--- src/rtl/drsw_ram_req_ctrl_pkg.sv ---
// Shared definitions for the port-0 RAM request controller: FSM state
// encoding and response FIFO geometry.
package drsw_ram_req_ctrl_pkg;

    typedef enum logic [1:0] {
        ST_IDLE     = 2'd0,
        ST_WRITE    = 2'd1,
        ST_RD_ISSUE = 2'd2,
        ST_RD_DRAIN = 2'd3
    } state_t;

    localparam int RSP_FIFO_DEPTH = 4;
    localparam int RSP_PTR_W      = $clog2(RSP_FIFO_DEPTH);
    // Count must be able to hold DEPTH itself, plus headroom for the
    // in-flight beats added on top of it in the credit sum.
    localparam int RSP_CNT_W      = RSP_PTR_W + 1;

endpackage

--- src/rtl/drsw_rsp_fifo.sv ---
// Small synchronous FIFO holding returned read beats ({last,data}) until
// the consumer takes them. Head is presented combinationally from storage.
module drsw_rsp_fifo
    import drsw_ram_req_ctrl_pkg::*;
#(
    parameter int WIDTH = 9
) (
    input  logic                 clock,
    input  logic                 reset_n,
    input  logic                 i_push,
    input  logic [WIDTH-1:0]     i_push_data,
    input  logic                 i_pop,
    output logic [WIDTH-1:0]     o_head,
    output logic [RSP_CNT_W-1:0] o_count,
    output logic                 o_full,
    output logic                 o_empty
);

    logic [WIDTH-1:0]     r_mem [RSP_FIFO_DEPTH];
    logic [RSP_PTR_W-1:0] r_wr_ptr;
    logic [RSP_PTR_W-1:0] r_rd_ptr;
    logic [RSP_CNT_W-1:0] r_count;
    logic                 w_do_push;
    logic                 w_do_pop;

    assign o_count   = r_count;
    assign o_empty   = (r_count == '0);
    assign o_full    = (r_count == RSP_CNT_W'(RSP_FIFO_DEPTH));
    assign o_head    = r_mem[r_rd_ptr];
    assign w_do_pop  = i_pop & ~o_empty;
    // A pop in the same cycle frees the slot a push into a full FIFO needs.
    assign w_do_push = i_push & (~o_full | w_do_pop);

    // Storage: cleared on reset so no stale beat survives an aborted burst.
    always_ff @(posedge clock or negedge reset_n) begin
        if (!reset_n) begin
            for (int i = 0; i < RSP_FIFO_DEPTH; i++) begin
                r_mem[i] <= '0;
            end
        end else if (w_do_push) begin
            r_mem[r_wr_ptr] <= i_push_data;
        end
    end

    // Pointers and occupancy; simultaneous push and pop leave count unchanged.
    always_ff @(posedge clock or negedge reset_n) begin
        if (!reset_n) begin
            r_wr_ptr <= '0;
            r_rd_ptr <= '0;
            r_count  <= '0;
        end else begin
            if (w_do_push) r_wr_ptr <= r_wr_ptr + RSP_PTR_W'(1);
            if (w_do_pop)  r_rd_ptr <= r_rd_ptr + RSP_PTR_W'(1);
            case ({w_do_push, w_do_pop})
                2'b10:   r_count <= r_count + RSP_CNT_W'(1);
                2'b01:   r_count <= r_count - RSP_CNT_W'(1);
                default: r_count <= r_count;
            endcase
        end
    end

endmodule

--- src/rtl/drsw_ram_req_ctrl.sv ---
// Requester-side controller for RAM port 0: turns single writes and
// incrementing read bursts into registered address/data/rnw drive, and
// returns read beats through a credit-protected response FIFO.
module drsw_ram_req_ctrl
    import drsw_ram_req_ctrl_pkg::*;
#(
    parameter int MEM_ADDR_WIDTH = 8,
    parameter int MEM_DATA_WIDTH = 8,
    parameter int LEN_WIDTH      = 4
) (
    input  logic                      clock,
    input  logic                      reset_n,
    input  logic                      req_valid,
    output logic                      req_ready,
    input  logic                      req_rnw,
    input  logic [MEM_ADDR_WIDTH-1:0] req_addr,
    input  logic [LEN_WIDTH-1:0]      req_len,
    input  logic [MEM_DATA_WIDTH-1:0] req_wdata,
    output logic                      rsp_valid,
    input  logic                      rsp_ready,
    output logic [MEM_DATA_WIDTH-1:0] rsp_rdata,
    output logic                      rsp_last,
    output logic [MEM_ADDR_WIDTH-1:0] ram_address0,
    output logic [MEM_DATA_WIDTH-1:0] ram_data_in0,
    output logic                      ram_rnw0,
    input  logic [MEM_DATA_WIDTH-1:0] ram_data_out0
);

    state_t                    r_state, w_state_next;
    logic [MEM_ADDR_WIDTH-1:0] r_address, w_address_next;
    logic [MEM_DATA_WIDTH-1:0] r_data_in, w_data_in_next;
    logic                      r_rnw, w_rnw_next;
    logic [MEM_ADDR_WIDTH-1:0] r_rd_addr, w_rd_addr_next;
    logic [LEN_WIDTH-1:0]      r_remaining, w_remaining_next;
    logic                      r_iss_v, w_iss_v_next;
    logic                      r_iss_last, w_iss_last_next;
    logic                      r_dat_v;
    logic                      r_dat_last;

    logic                      w_accept;
    logic                      w_credit;
    logic [RSP_CNT_W-1:0]      w_used;
    logic [MEM_DATA_WIDTH:0]   w_head;
    logic [RSP_CNT_W-1:0]      w_fifo_count;
    logic                      w_full;
    logic                      w_empty;

    // Gated by reset_n so the request side reads not-ready while held in reset.
    assign req_ready    = (r_state == ST_IDLE) & reset_n;
    assign w_accept     = req_valid & req_ready;
    assign ram_address0 = r_address;
    assign ram_data_in0 = r_data_in;
    assign ram_rnw0     = r_rnw;

    // Beats on the RAM address bus, beats on the RAM data bus and beats
    // already buffered together may never exceed the FIFO depth.
    assign w_used   = RSP_CNT_W'(r_iss_v) + RSP_CNT_W'(r_dat_v) + w_fifo_count;
    assign w_credit = (w_used < RSP_CNT_W'(RSP_FIFO_DEPTH)) & ~w_full;

    assign rsp_valid = ~w_empty;
    assign rsp_rdata = w_empty ? '0 : w_head[MEM_DATA_WIDTH-1:0];
    assign rsp_last  = ~w_empty & w_head[MEM_DATA_WIDTH];

    drsw_rsp_fifo #(
        .WIDTH (MEM_DATA_WIDTH + 1)
    ) u_rsp_fifo (
        .clock       (clock),
        .reset_n     (reset_n),
        .i_push      (r_dat_v),
        .i_push_data ({r_dat_last, ram_data_out0}),
        .i_pop       (rsp_valid & rsp_ready),
        .o_head      (w_head),
        .o_count     (w_fifo_count),
        .o_full      (w_full),
        .o_empty     (w_empty)
    );

    // Next-state and next-drive decode; rnw returns to read unless a write is launched.
    always_comb begin
        w_state_next     = r_state;
        w_address_next   = r_address;
        w_data_in_next   = r_data_in;
        w_rnw_next       = 1'b1;
        w_rd_addr_next   = r_rd_addr;
        w_remaining_next = r_remaining;
        w_iss_v_next     = 1'b0;
        w_iss_last_next  = 1'b0;
        unique case (r_state)
            ST_IDLE: begin
                if (w_accept) begin
                    w_address_next = req_addr;
                    if (!req_rnw) begin
                        w_data_in_next = req_wdata;
                        w_rnw_next     = 1'b0;
                        w_state_next   = ST_WRITE;
                    end else begin
                        // First beat issues on the accept edge itself.
                        w_rd_addr_next   = req_addr + MEM_ADDR_WIDTH'(1);
                        w_remaining_next = req_len;
                        w_iss_v_next     = 1'b1;
                        w_iss_last_next  = (req_len == '0);
                        w_state_next     = (req_len == '0) ? ST_RD_DRAIN : ST_RD_ISSUE;
                    end
                end
            end
            ST_WRITE: begin
                w_state_next = ST_IDLE;
            end
            ST_RD_ISSUE: begin
                if (w_credit) begin
                    w_address_next   = r_rd_addr;
                    w_rd_addr_next   = r_rd_addr + MEM_ADDR_WIDTH'(1);
                    w_remaining_next = r_remaining - LEN_WIDTH'(1);
                    w_iss_v_next     = 1'b1;
                    w_iss_last_next  = (r_remaining == LEN_WIDTH'(1));
                    if (r_remaining == LEN_WIDTH'(1)) begin
                        w_state_next = ST_RD_DRAIN;
                    end
                end
            end
            ST_RD_DRAIN: begin
                if (!r_iss_v && !r_dat_v && w_empty) begin
                    w_state_next = ST_IDLE;
                end
            end
            default: begin
                w_state_next = ST_IDLE;
            end
        endcase
    end

    // FSM state register.
    always_ff @(posedge clock or negedge reset_n) begin
        if (!reset_n) begin
            r_state <= ST_IDLE;
        end else begin
            r_state <= w_state_next;
        end
    end

    // RAM drive registers and the two-stage read-return tracking pipeline.
    always_ff @(posedge clock or negedge reset_n) begin
        if (!reset_n) begin
            r_address   <= '0;
            r_data_in   <= '0;
            r_rnw       <= 1'b1;
            r_rd_addr   <= '0;
            r_remaining <= '0;
            r_iss_v     <= 1'b0;
            r_iss_last  <= 1'b0;
            r_dat_v     <= 1'b0;
            r_dat_last  <= 1'b0;
        end else begin
            r_address   <= w_address_next;
            r_data_in   <= w_data_in_next;
            r_rnw       <= w_rnw_next;
            r_rd_addr   <= w_rd_addr_next;
            r_remaining <= w_remaining_next;
            r_iss_v     <= w_iss_v_next;
            r_iss_last  <= w_iss_last_next;
            r_dat_v     <= r_iss_v;
            r_dat_last  <= r_iss_last;
        end
    end

endmodule
--- config.mk ---
export PLATFORM = sky130hd
export DESIGN_NAME = drsw_ram_req_ctrl
export DESIGN_NICKNAME = d
export VERILOG_FILES = /design/src/rtl/drsw_ram_req_ctrl_pkg.sv /design/src/rtl/drsw_rsp_fifo.sv /design/src/rtl/drsw_ram_req_ctrl.sv
export SDC_FILE = /design/constraint.sdc
export NUM_CORES = 1
export LEC_CHECK = 0
export ABC_AREA = 1
export CAP_MARGIN = 5
export CORE_MARGIN = 2
export CORE_UTILIZATION = 45
export CTS_BUF_LIST = sky130_fd_sc_hd__clkbuf_16
export DETAILED_ROUTE_END_ITERATION = 10
export GPL_TIMING_DRIVEN = 0
export PLACE_DENSITY_LB_ADDON = 0.3
export SYNTH_ARGS = -nofsm -noshare
export SYNTH_HDL_FRONTEND = slang
export SYNTH_SLANG_ARGS = --single-unit
--- constraint.sdc ---
create_clock -name clock -period 2.39 [get_ports clock]
set_clock_uncertainty 0.15 [all_clocks]
set_input_delay 0.478 -clock clock [delete_from_list [all_inputs] [get_ports clock]]
set_output_delay 0.478 -clock clock [all_outputs]
set_load 0.02 [all_outputs]
==> metrics.txt <==
Final HPWL DP 6240 um; synthesized cell area just under 4000 um^2; DR pass1 iterations 5; ratio of cells with drive above 1 in the final layout ~15%; vias around 3400; Layout area overhead 29.6%; YS warnings 0; setup ws final 0.0728 ns; leakage approximately 2.4 nW; Port Buffers 60; Crit path required time 1.76 ns; Core ar. slightly above 8000 um^2; Starting Density approximately 47%; top cell type's share of synthesized area around half; sequential area share after synthesis about half; register area 1950 um^2; Filler cells 729; DRT Wirelength roughly 9400 um; critical-path cell list inv_2, clkbuf_4, o21ai_0, a21oi_1, clkdlybuf4s15_2; Die Ht just under 100 um; Buf/Inv on CP 3; top post-synthesis cells by area dfrtp_1 (50%), nand2_1 (13%), o21ai_0 (8.4%); minimum clock period around 2.3 ns; Setup crit end kind output port; Tightest Hold Check Type in2async; GR Overflow Total 0; post-DR vias/cell around 5; Setup violations, final 0; Synth Area per Inst a little over 8 um^2; CTS tree built; synth cell count leaders nand2_1 (132), dfrtp_1 (77), o21ai_0 (65), nor2_1 (46), inv_1 (40); gpl congestion around 0.85; Setup WS pre-CTS -0.221 ns; wire per inst approximately 14 um; Mapped Cells 470; max_cap viols 0; RR Startpoint u_rsp_fifo.o_count[1]; clock buffer count from CTS 9; Clock Latency Late Sink between 0.3 and 0.4 ns; total design power between 0.006 and 0.007 W; DRT antenna net count 0; final hold violations 0; fmax between 0.4 and 0.5 GHz; gr usage total between 20% and 30%; largest net degree at the start of global routing 35; Die Width about 97 um; Clock Root Buffer clkbuf_16; FFs w/ async S/R, synth 100%; P per Cell Area ~1400 nW/um^2; Nets ~590; CTS clk-pin slew, worst paths about 0.06 ns; Reg2Reg Depth 10; first-pass GRT wire length about 16000 um; Hold WS about 0.11 ns; Slew HR between 40 and 50%; Peak VDD IR ~0.59 mV; top_reg_cell synth dfrtp_1; Worst setup SP type flip-flop; I/O pins 61; CP max FO 10; setup TNS 0 ns; Worst path max stage delay 0.39 ns; antenna diode count 0; cell with the most instances after synthesis nand2_1; clock sinks approximately 80; pin slew with the least headroom to its limit between 0.7 and 0.8 ns; initial antenna violation count 0; CTS H-tree lvls 3; Syn Nets roughly 500; critical path class reg2out; Distinct cells, synth 30; Synth Register Bits 78; crit-path leading delay family buffers and inverters; vias in the first global route between 3000 and 4000; FP Rows 33; CP max-delay cell dfrtp_1; die area roughly 9400 um^2; worst reg2reg setup slack about 0.41 ns; multi-input logic area about 1600 um^2; Worst EP arrival approximately 1.7 ns; unrepaired setup endpoints after global routing no; DRC violations left 0; Pins Over Slew Limit 0; status complete, no violations; number of DRC markers in iteration 0 around 160; crit share post-route between 90% and 100%; number of flops mapped to enable cells by yosys 0; Synth area leader dfrtp_1; CTS Buffer Depth 2; Worst R2R End u_rsp_fifo.o_count[2]
==> worst reg2reg max path, stage by stage, from the launching register on <==
cell and delay, ns:
dfrtp_1 0.41, nor2_1 0.08, nand2_1 0.14, inv_2 0.07
nor2_2 0.16, nand2_1 0.13, fa_1 0.43, o21ai_1 0.16
nand2_1 0.06, nand2_1 0.06, inv_1 0.03
==> sequential cells by signal (all words and copies together), names as in the netlist <==
register	flops
u_rsp_fifo.o_count	3
u_rsp_fifo.r_mem	36
u_rsp_fifo.r_wr_ptr	2
ram_address0	8
u_rsp_fifo.r_rd_ptr	2
r_iss_last	1
r_dat_last	1
r_state	2
r_iss_v	1
r_rd_addr	8
r_remaining	4
ram_rnw0	1
ram_data_in0	8
r_dat_v	1
==> cells in the final DEF, fill, tap and decap left out, drive strengths merged <==
cell / netlist / final
clkbuf: 2 / 10
o211ai: 3 / 3
buf: 12 / 24
clkinv: 1 / 1
nand3: 22 / 22
dlygate4sd3: 0 / 2
fa: 1 / 1
clkinvlp: 0 / 4
nor2: 52 / 52
o21ai: 79 / 79
nor3: 1 / 1
bufbuf: 0 / 2
clkdlybuf4s50: 0 / 49
inv: 46 / 49
nand2: 143 / 143
a21oi: 13 / 13
dfrtp: 77 / 77
ha: 8 / 8
dfstp: 1 / 1
xor2: 5 / 5
o311ai: 1 / 1
or2: 1 / 1
nand4: 2 / 2
dlymetal6s2s: 0 / 1
clkdlybuf4s15: 0 / 3
==> how the worst max path moves through the flow <==
stage               cells past startpoint  slack, ns                   start               endpoint
global route                            5      0.002  u_rsp_fifo.r_rd_ptr[0]           rsp_rdata[4]
detailed placement                      5      -0.22  u_rsp_fifo.r_rd_ptr[0]           rsp_rdata[5]
global placement                        4      -2.93                 reset_n              req_ready
finish                                  5       0.07  u_rsp_fifo.r_rd_ptr[0]           rsp_rdata[4]
CTS                                     7      0.009  u_rsp_fifo.r_rd_ptr[0]           rsp_rdata[4]
floorplan                              10       0.52   u_rsp_fifo.o_count[1]  u_rsp_fifo.o_count[2]
==> per-stage QoR <==
step                cell area, um^2  util (%)  cells
global route                   5020      60.5    659
CTS                            4980      60.0    656
global placement               4610      55.5    635
detailed placement             4630      55.8    636
finish                         5020      60.5    659
floorplan                      3870         -    470
==> final cells by class <==
type                    count  share of cell area, %
inverters                  47                   3.64
well taps                 105                   2.62
plain buffers              14                   2.37
multi-input cells         331                   32.7
clock buffers               9                   4.49
repair buffers             68                   14.4
flip-flops and latches     78                   38.9
clock inverters             7                  0.848
==> where the power goes <==
group,internal [W],switching [W]
Combinational,0.00137,0.00205
Sequential,0.00191,0.000342
Clock,0.000695,0.000540
Total,0.00397,0.00293
==> metal layers <==
layer  share of wire (%)  vias to the layer above  global-route usage [%]  wire length [um]
met1                  43                     1580                    27.8              4020
met5                   0                        -                       0                 0
met4                 1.4                        0                    5.74               136
met3                 6.9                       12                    6.58               647
li1                    -                     1664                       -                 -
met2                  49                      100                    34.9              4580
==> cell families (layout without fill, tap and decap cells) <==
logic type      Yosys count  count (layout)  share of synthesized area (%)
simple gates            221             221                           24.5
compound gates           96              96                           13.6
flops                    78              78                           50.4
buf+inv                  61             145                           7.24
fa+ha+maj                 9               9                           3.10
xor+xnor                  5               5                           1.13
==> repair_timing <==
action	CTS	global route
resized for setup	35	11
hold buffers	2	0
hold endpoints to repair	10	0
cloned	2	0
setup endpoints to repair	10	9
pin swaps	0	1
buffers inserted	0	3
(Power assumes the default switching activity.)
